<file path="src/rtl/pipe_control_unit.sv">
// Single-stage decode control unit with load-use stall and post-redirect flush.
// Optional macro CTRL_PERF_CNT_EN enables the redirect performance counter.
package pipe_control_unit_pkg;
    typedef enum logic [2:0] {
        R_TYPE = 3'd0,
        I_TYPE = 3'd1,
        S_TYPE = 3'd2,
        B_TYPE = 3'd3,
        U_TYPE = 3'd4,
        J_TYPE = 3'd5
    } instruction_op_type;

    typedef struct packed {
        logic mem_write;
        logic mem_read;
        logic mem_to_reg;
        logic reg_wr_en;
        logic alu_src;
        logic is_branch;
        logic is_jump;
        logic redirect;
        logic illegal;
    } ctrl_t;

    localparam logic [6:0] OPC_LOAD    = 7'b0000011;
    localparam logic [6:0] OPC_LOAD_FP = 7'b0000111;
endpackage

module pipe_control_unit
    import pipe_control_unit_pkg::*;
#(
    parameter int XLEN         = 32,
    parameter int FLUSH_CYCLES = 1
) (
    input  logic              clk,
    input  logic              rst_n,
    pipe_control_unit_if.slave bus
);

    typedef enum logic [1:0] {
        RUN   = 2'd0,
        STALL = 2'd1,
        FLUSH = 2'd2
    } state_t;

    localparam logic [2:0] FLUSH_LOAD       = 3'(FLUSH_CYCLES);
    localparam logic [2:0] FLUSH_AFTER_SLOT = 3'(FLUSH_CYCLES - 1);

    function automatic ctrl_t decode(
        input logic [2:0]      ot,
        input logic [6:0]      opc,
        input logic [2:0]      f3,
        input logic [XLEN-1:0] a,
        input logic [XLEN-1:0] b
    );
        ctrl_t              c;
        logic               taken;
        instruction_op_type op;
        c     = '0;
        taken = 1'b0;
        op    = instruction_op_type'(ot);
        case (op)
            R_TYPE: c.reg_wr_en = 1'b1;
            I_TYPE: begin
                c.reg_wr_en = 1'b1;
                c.alu_src   = 1'b1;
                if (opc == OPC_LOAD || opc == OPC_LOAD_FP) begin
                    c.mem_read   = 1'b1;
                    c.mem_to_reg = 1'b1;
                end
            end
            S_TYPE: begin
                c.alu_src   = 1'b1;
                c.mem_write = 1'b1;
            end
            B_TYPE: begin
                case (f3)
                    3'd0:    taken = (a == b);
                    3'd1:    taken = (a != b);
                    3'd4:    taken = ($signed(a) <  $signed(b));
                    3'd5:    taken = ($signed(a) >= $signed(b));
                    3'd6:    taken = (a <  b);
                    3'd7:    taken = (a >= b);
                    default: c.illegal = 1'b1;
                endcase
                // An illegal branch reports only the illegal flag.
                if (!c.illegal) begin
                    c.is_branch = 1'b1;
                    c.redirect  = taken;
                end
            end
            U_TYPE: begin
                c.reg_wr_en = 1'b1;
                c.alu_src   = 1'b1;
            end
            J_TYPE: begin
                c.is_jump  = 1'b1;
                c.redirect = 1'b1;
            end
            default: c.illegal = 1'b1;
        endcase
        return c;
    endfunction

    state_t     state;
    logic [2:0] flush_cnt;
    logic       out_valid_q;
    ctrl_t      ctrl_q;
    logic [4:0] rd_q;

    logic  issue;
    logic  redirect_issue;
    logic  hazard;
    logic  in_ready_c;
    logic  accept;
    logic  squash;
    ctrl_t dec;

    always_comb begin
        issue          = out_valid_q & bus.out_ready;
        redirect_issue = issue & ctrl_q.redirect;
        // A held redirect pre-empts the load-use check: the flush covers the slot.
        hazard         = (state == RUN) & out_valid_q & ctrl_q.mem_read & ~ctrl_q.redirect
                       & (rd_q != 5'd0) & bus.in_valid
                       & ((bus.rs1_addr == rd_q) | (bus.rs2_addr == rd_q));
        in_ready_c     = rst_n & (~out_valid_q | bus.out_ready) & ~hazard;
        accept         = bus.in_valid & in_ready_c;
        // The slot accepted on the redirect's issue edge is already wrong-path.
        squash         = (state == FLUSH) | redirect_issue;
        dec            = decode(bus.optype, bus.opcode, bus.funct3, bus.rs1_data, bus.rs2_data);
    end

    always_ff @(posedge clk or negedge rst_n) begin
        if (!rst_n) begin
            state       <= RUN;
            flush_cnt   <= '0;
            out_valid_q <= 1'b0;
            ctrl_q      <= '0;
            rd_q        <= '0;
        end else begin
            if (accept && !squash) begin
                out_valid_q <= 1'b1;
                ctrl_q      <= dec;
                rd_q        <= bus.rd_addr;
            end else if (issue) begin
                out_valid_q <= 1'b0;
                ctrl_q      <= '0;
                rd_q        <= '0;
            end

            case (state)
                RUN: begin
                    if (redirect_issue) begin
                        if (accept) begin
                            flush_cnt <= FLUSH_AFTER_SLOT;
                            state     <= (FLUSH_AFTER_SLOT == 3'd0) ? RUN : FLUSH;
                        end else begin
                            flush_cnt <= FLUSH_LOAD;
                            state     <= FLUSH;
                        end
                    end else if (hazard && bus.out_ready) begin
                        state <= STALL;
                    end
                end
                STALL: state <= RUN;
                FLUSH: begin
                    if (accept) begin
                        flush_cnt <= flush_cnt - 3'd1;
                        if (flush_cnt == 3'd1) state <= RUN;
                    end
                end
                default: state <= RUN;
            endcase
        end
    end

    assign bus.in_ready        = in_ready_c;
    assign bus.out_valid       = out_valid_q;
    assign bus.ctrl_mem_write  = ctrl_q.mem_write;
    assign bus.ctrl_mem_read   = ctrl_q.mem_read;
    assign bus.ctrl_mem_to_reg = ctrl_q.mem_to_reg;
    assign bus.ctrl_reg_wr_en  = ctrl_q.reg_wr_en;
    assign bus.ctrl_alu_src    = ctrl_q.alu_src;
    assign bus.ctrl_is_branch  = ctrl_q.is_branch;
    assign bus.ctrl_is_jump    = ctrl_q.is_jump;
    assign bus.ctrl_redirect   = ctrl_q.redirect;
    assign bus.ctrl_illegal    = ctrl_q.illegal;

`ifdef CTRL_PERF_CNT_EN
    logic [31:0] perf_q;

    always_ff @(posedge clk or negedge rst_n) begin
        if (!rst_n) begin
            perf_q <= '0;
        end else if (redirect_issue) begin
            perf_q <= perf_q + 32'd1;
        end
    end

    assign bus.perf_redirect_cnt = perf_q;
`else
    assign bus.perf_redirect_cnt = '0;
`endif

endmodule
</file>
<file path="src/rtl/pipe_control_unit_if.sv">
// Decode-to-execute handshake bundle for pipe_control_unit.
// optype carries the instruction_op_type encoding from pipe_control_unit_pkg.
interface pipe_control_unit_if #(
    parameter int XLEN = 32
) ();
    logic            in_valid;
    logic            in_ready;
    logic [6:0]      opcode;
    logic [2:0]      optype;
    logic [2:0]      funct3;
    logic [4:0]      rd_addr;
    logic [4:0]      rs1_addr;
    logic [4:0]      rs2_addr;
    logic [XLEN-1:0] rs1_data;
    logic [XLEN-1:0] rs2_data;

    logic            out_valid;
    logic            out_ready;
    logic            ctrl_mem_write;
    logic            ctrl_mem_read;
    logic            ctrl_mem_to_reg;
    logic            ctrl_reg_wr_en;
    logic            ctrl_alu_src;
    logic            ctrl_is_branch;
    logic            ctrl_is_jump;
    logic            ctrl_redirect;
    logic            ctrl_illegal;
    logic [31:0]     perf_redirect_cnt;

    modport slave (
        input  in_valid, opcode, optype, funct3, rd_addr, rs1_addr, rs2_addr,
               rs1_data, rs2_data, out_ready,
        output in_ready, out_valid, ctrl_mem_write, ctrl_mem_read, ctrl_mem_to_reg,
               ctrl_reg_wr_en, ctrl_alu_src, ctrl_is_branch, ctrl_is_jump,
               ctrl_redirect, ctrl_illegal, perf_redirect_cnt
    );

    modport master (
        output in_valid, opcode, optype, funct3, rd_addr, rs1_addr, rs2_addr,
               rs1_data, rs2_data, out_ready,
        input  in_ready, out_valid, ctrl_mem_write, ctrl_mem_read, ctrl_mem_to_reg,
               ctrl_reg_wr_en, ctrl_alu_src, ctrl_is_branch, ctrl_is_jump,
               ctrl_redirect, ctrl_illegal, perf_redirect_cnt
    );
endinterface

</file>
<file path="src/flat_wrapper.sv">
// flat-port wrapper written by rule: the top's interface ports become plain ports
module pipe_control_unit_flat import pipe_control_unit_pkg::*;
#(
    parameter int XLEN         = 32,
    parameter int FLUSH_CYCLES = 1
)
  (clk, rst_n, bus_in_valid, bus_opcode, bus_optype, bus_funct3, bus_rd_addr, bus_rs1_addr, bus_rs2_addr, bus_rs1_data, bus_rs2_data, bus_out_ready, bus_in_ready, bus_out_valid, bus_ctrl_mem_write, bus_ctrl_mem_read, bus_ctrl_mem_to_reg, bus_ctrl_reg_wr_en, bus_ctrl_alu_src, bus_ctrl_is_branch, bus_ctrl_is_jump, bus_ctrl_redirect, bus_ctrl_illegal, bus_perf_redirect_cnt);
  pipe_control_unit_if #(.XLEN(XLEN)) bus_i ();
  input  logic clk;
  input  logic rst_n;
  input wire logic [$bits(bus_i.in_valid)-1:0] bus_in_valid;
  input wire logic [$bits(bus_i.opcode)-1:0] bus_opcode;
  input wire logic [$bits(bus_i.optype)-1:0] bus_optype;
  input wire logic [$bits(bus_i.funct3)-1:0] bus_funct3;
  input wire logic [$bits(bus_i.rd_addr)-1:0] bus_rd_addr;
  input wire logic [$bits(bus_i.rs1_addr)-1:0] bus_rs1_addr;
  input wire logic [$bits(bus_i.rs2_addr)-1:0] bus_rs2_addr;
  input wire logic [$bits(bus_i.rs1_data)-1:0] bus_rs1_data;
  input wire logic [$bits(bus_i.rs2_data)-1:0] bus_rs2_data;
  input wire logic [$bits(bus_i.out_ready)-1:0] bus_out_ready;
  output wire logic [$bits(bus_i.in_ready)-1:0] bus_in_ready;
  output wire logic [$bits(bus_i.out_valid)-1:0] bus_out_valid;
  output wire logic [$bits(bus_i.ctrl_mem_write)-1:0] bus_ctrl_mem_write;
  output wire logic [$bits(bus_i.ctrl_mem_read)-1:0] bus_ctrl_mem_read;
  output wire logic [$bits(bus_i.ctrl_mem_to_reg)-1:0] bus_ctrl_mem_to_reg;
  output wire logic [$bits(bus_i.ctrl_reg_wr_en)-1:0] bus_ctrl_reg_wr_en;
  output wire logic [$bits(bus_i.ctrl_alu_src)-1:0] bus_ctrl_alu_src;
  output wire logic [$bits(bus_i.ctrl_is_branch)-1:0] bus_ctrl_is_branch;
  output wire logic [$bits(bus_i.ctrl_is_jump)-1:0] bus_ctrl_is_jump;
  output wire logic [$bits(bus_i.ctrl_redirect)-1:0] bus_ctrl_redirect;
  output wire logic [$bits(bus_i.ctrl_illegal)-1:0] bus_ctrl_illegal;
  output wire logic [$bits(bus_i.perf_redirect_cnt)-1:0] bus_perf_redirect_cnt;
  assign bus_i.in_valid = bus_in_valid;
  assign bus_i.opcode = bus_opcode;
  assign bus_i.optype = bus_optype;
  assign bus_i.funct3 = bus_funct3;
  assign bus_i.rd_addr = bus_rd_addr;
  assign bus_i.rs1_addr = bus_rs1_addr;
  assign bus_i.rs2_addr = bus_rs2_addr;
  assign bus_i.rs1_data = bus_rs1_data;
  assign bus_i.rs2_data = bus_rs2_data;
  assign bus_i.out_ready = bus_out_ready;
  assign bus_in_ready = bus_i.in_ready;
  assign bus_out_valid = bus_i.out_valid;
  assign bus_ctrl_mem_write = bus_i.ctrl_mem_write;
  assign bus_ctrl_mem_read = bus_i.ctrl_mem_read;
  assign bus_ctrl_mem_to_reg = bus_i.ctrl_mem_to_reg;
  assign bus_ctrl_reg_wr_en = bus_i.ctrl_reg_wr_en;
  assign bus_ctrl_alu_src = bus_i.ctrl_alu_src;
  assign bus_ctrl_is_branch = bus_i.ctrl_is_branch;
  assign bus_ctrl_is_jump = bus_i.ctrl_is_jump;
  assign bus_ctrl_redirect = bus_i.ctrl_redirect;
  assign bus_ctrl_illegal = bus_i.ctrl_illegal;
  assign bus_perf_redirect_cnt = bus_i.perf_redirect_cnt;
  pipe_control_unit #(.XLEN(XLEN), .FLUSH_CYCLES(FLUSH_CYCLES)) u_core (.clk(clk), .rst_n(rst_n), .bus(bus_i));
endmodule
</file>
<file path="config.mk">
export PLATFORM = sky130hd
export DESIGN_NAME = pipe_control_unit_flat
export DESIGN_NICKNAME = d
export VERILOG_FILES = /design/src/rtl/pipe_control_unit.sv /design/src/rtl/pipe_control_unit_if.sv /design/src/flat_wrapper.sv
export SDC_FILE = /design/constraint.sdc
export NUM_CORES = 1
export LEC_CHECK = 0
export CAP_MARGIN = 20
export CELL_PAD_IN_SITES_DETAIL_PLACEMENT = 0
export CELL_PAD_IN_SITES_GLOBAL_PLACEMENT = 1
export CORE_MARGIN = 5
export CORE_UTILIZATION = 28
export CTS_BUF_LIST = sky130_fd_sc_hd__clkbuf_4 sky130_fd_sc_hd__clkbuf_8
export CTS_CLUSTER_DIAMETER = 30
export DETAILED_ROUTE_END_ITERATION = 10
export PLACE_DENSITY = 0.86
export SLEW_MARGIN = 20
export SYNTH_ARGS = -nofsm -noshare
export SYNTH_HDL_FRONTEND = slang
export SYNTH_SLANG_ARGS = --single-unit
export TNS_END_PERCENT = 50
</file>
<file path="constraint.sdc">
create_clock -name clk -period 3.95 [get_ports clk]
set_input_delay 0.79 -clock clk [delete_from_list [all_inputs] [get_ports clk]]
set_output_delay 0.79 -clock clk [all_outputs]
set_load 0.05 [all_outputs]
</file>
==> impl_metrics.py <==
metrics = {
    "sta": {
        "fin_skew_ns": 0.00116,
        "timing.setup.tns_ns": 0,
        "hold_viol": 0,
        "maxSlewViolCount": 0,
        "max-slew-margin-rel_pct": 60.5,
        "fmax_mhz": 312,
        "post-route-period-util_pct": 81.2,
        "rsz0062_at_grt": "false",
        "worstMarginPinSlew_ns": 0.593,
        "layout_min_cycle_time_ns": 3.21,
        "setup_viol": 0,
    },
    "critical_path": {
        "worstPathMaxFanout": 3,
        "endpoint_kind": "flip-flop",
        "critPathRequiredTime_ns": 4.09,
        "slowest_delay_ns": 0.46,
        "path_common_cell": "a221o_1",
        "critPathArrivalTime_ns": 3.35,
        "startpoint_type": "input pin",
        "critPathKind": "in -> reg",
        "crit_slowest_cell": "clkdlybuf4s50_1",
        "worstPathCellList": "clkdlybuf4s50_1 -> inv_1 -> ha_1 -> a21oi_1 -> o21ai_0 -> a221o_1 -> o311a_1 -> nor3_2 -> and4_1 -> nor3_1 -> a221o_1",
    },
    "layout": {
        "n_antenna_cell": 0,
        "largest_registers": "u_core.rd_q x5, u_core.flush_cnt x3, u_core.state x2",
        "drive_gt1_share_pct": 5.12,
        "top_register": "u_core.rd_q",
        "utilization_pct": 42.7,
        "nNetsFinal": 502,
        "largest_register_ffs": 5,
        "synthToLayoutAreaGrowth_pct": 48.5,
        "fill_cells": 753,
    },
    "clock_network": {
        "clkLatencyLatePin_ns": 0.25,
        "cts_hold_buf": 0,
        "cts_inserted_buffers": 3,
        "cts_resized": 0,
        "clock_sinks": 19,
        "cts_tree": "done",
        "path_clk_slew_ns": 0.07,
        "htree_levels": 1,
        "cts_setup_buffers": 0,
        "cts_buffer_depth": 2,
        "root_buffer": "clkbuf_8",
    },
    "routing": {
        "drt-vias-per-instance": 4.46,
        "dr.pass1.iters": 4,
        "drt-total-wl_um": 5930,
        "drc": 0,
        "drt_iter0_drc": 49,
        "wl_per_cell_um": 12.5,
        "ant_nets": 0,
        "vias": 2108,
    },
    "die": {
        "die-height_um": 99.1,
        "row_count": 32,
        "initial_core_util_pct": 28.8,
        "io_pins": 139,
        "core_area_um2": 7730,
        "die_width_um": 99.1,
        "dieArea_um2": 9830,
    },
    "worst_hold_path": {
        "hold_path_class": "reg -> reg",
    },
    "logic_synthesis": {
        "syn_area_um2": 2220,
        "synth_common_cells": "inv_1 (35), ha_1 (34), buf_4 (33)",
        "yosysSeqAreaShare_pct": 21.4,
        "synth.avg_cell_area_um2": 8.39,
        "ys.flop_type": "dfrtp_1",
        "yosysTopAreaCell": "dfrtp_1",
        "ys_async_sr_fraction_pct": 100,
        "synth.most_common_cell": "inv_1",
        "synth_cell_types": 49,
        "synth-seq-cells": 19,
        "synthTopCellsByArea": "dfrtp_1 (21%), ha_1 (19%), buf_4 (11%), inv_1 (5.9%), xnor2_1 (3.9%)",
        "synth_edf_count": 0,
        "syn_inst": 265,
        "yosys_warnings": 0,
        "synth_top_area_share_pct": 21.4,
    },
    "global_routing": {
        "track_usage_pct": 11.6,
        "antenna_found_initial": 0,
        "grt_pass1_vias": 2202,
        "grt_max_degree": 20,
        "overflow": 0,
        "grt_pass1_wl_um": 9660,
    },
    "placement": {
        "place_hpwl_um": 5430,
        "numPortBuffers": 105,
        "gp_congestion": 0.824,
    },
    "power": {
        "p_per_area_nw_per_um2": 234,
        "total_leakage_power_uw": 0.00156,
        "ir_worst_vdd_uv": 108,
    },
    "job": {
        "cap_violations": 0,
    },
    "outcome": {
        "status": "finished, final reports clean",
    },
}
[power breakdown]
group / total (uW) / switching, uW / internal [uW]
combinational: 394 / 213 / 181
clock: 137 / 58.6 / 78.4
sequential: 241 / 25.4 / 216
total: 772 / 297 / 475
[layout by cell type (no fill, tap or decap), types with 2 or more instances in the layout]
master | netlist | routed
nand2b_1 | 3 | 3
clkbuf_8 | 0 | 3
xnor2_1 | 10 | 10
nand4_1 | 7 | 7
nor2b_1 | 2 | 2
o21ai_0 | 12 | 12
a22o_1 | 7 | 7
and3_1 | 2 | 2
conb_1 | 1 | 32
inv_1 | 35 | 35
a221o_1 | 3 | 3
a21o_1 | 5 | 5
a21oi_1 | 15 | 15
o31ai_1 | 2 | 2
clkdlybuf4s50_1 | 0 | 104
nand2_1 | 18 | 18
nor2_1 | 8 | 8
nor3b_1 | 2 | 2
nand3_1 | 9 | 9
nor3_1 | 4 | 4
nand4b_1 | 2 | 2
dfrtp_1 | 19 | 19
o211ai_1 | 2 | 2
a31oi_1 | 2 | 2
ha_1 | 34 | 34
nor3_2 | 2 | 2
buf_4 | 33 | 2
a22o_2 | 2 | 2
[through the flow]
step / std cells / setup WS [ns] / hold slack (ns) / power [uW] / cell area [um^2]
6_report: 473 / 0.741 / 0.482 / 772 / 3300
2_1_floorplan: 296 / 1.11 / 0.494 / 507 / 2340
3_3_place_gp: 469 / 0.502 / 0.459 / 631 / 3250
3_5_place_dp: 469 / 0.462 / 0.467 / 641 / 3250
4_1_cts: 473 / 0.728 / 0.483 / 778 / 3300
5_1_grt: 473 / 0.560 / 0.522 / 823 / 3300
[layout make-up]
type | instances | area, um^2 | area share, %
multi-input cells | 206 | 1460 | 44.2
repair buffers | 106 | 1060 | 32.0
flip-flops and latches | 19 | 475 | 14.4
inverters | 36 | 135 | 4.09
well taps | 102 | 128 | 3.86
clock buffers | 4 | 48.8 | 1.48
[critical path: cells and delay by family]
| kind | cells | cell delay (ns) |
|---|---|---|
| fa+ha+maj | 1 | 0.32 |
| simple gates | 3 | 0.46 |
| compound gates | 5 | 1.26 |
| buf+inv | 2 | 0.50 |
[logic make-up (layout without fill, tap and decap cells)]
logic type | Yosys count | in the layout | synth area share, %
other | 1 | 32 | 0.169
xor gates and xnor gates | 11 | 11 | 4.33
muxes | 2 | 2 | 0.956
DFF | 19 | 19 | 21.4
adders and majority gates | 34 | 34 | 19.1
and+or+nand+nor | 70 | 70 | 18.1
buffers and inverters | 71 | 146 | 18.2
AOI/OAI and AO/OA | 57 | 57 | 17.7
[per-layer routing]
metal | vias to the layer above | track usage, % | part of all wire (%)
li1 | 1083 | - | -
met1 | 938 | 13.7 | 40
met5 | - | 0 | 0
met3 | 6 | 2.95 | 8.3
met2 | 81 | 21.2 | 51
met4 | 0 | 2.10 | 0.78
[final timing paths]
check | start | endpoint | slack, ns | depth (start not counted)
setup reg to reg | u_core.rd_q[0] | u_core.bus.ctrl_redirect | 1.33 | 7
setup / recovery | bus_rs2_data[7] | u_core.bus.ctrl_redirect | 0.74 | 11
max in group asynchronous | rst_n | u_core.rd_q[3] | 2.85 | 2
hold reg to reg | u_core.bus.ctrl_is_jump | u_core.bus.ctrl_is_jump | 0.48 | 1
hold / removal | u_core.bus.ctrl_is_jump | u_core.bus.ctrl_is_jump | 0.48 | 1
min in group asynchronous | rst_n | u_core.flush_cnt[1] | 0.91 | 2
Note: power is estimated with default switching activity, not from simulation.
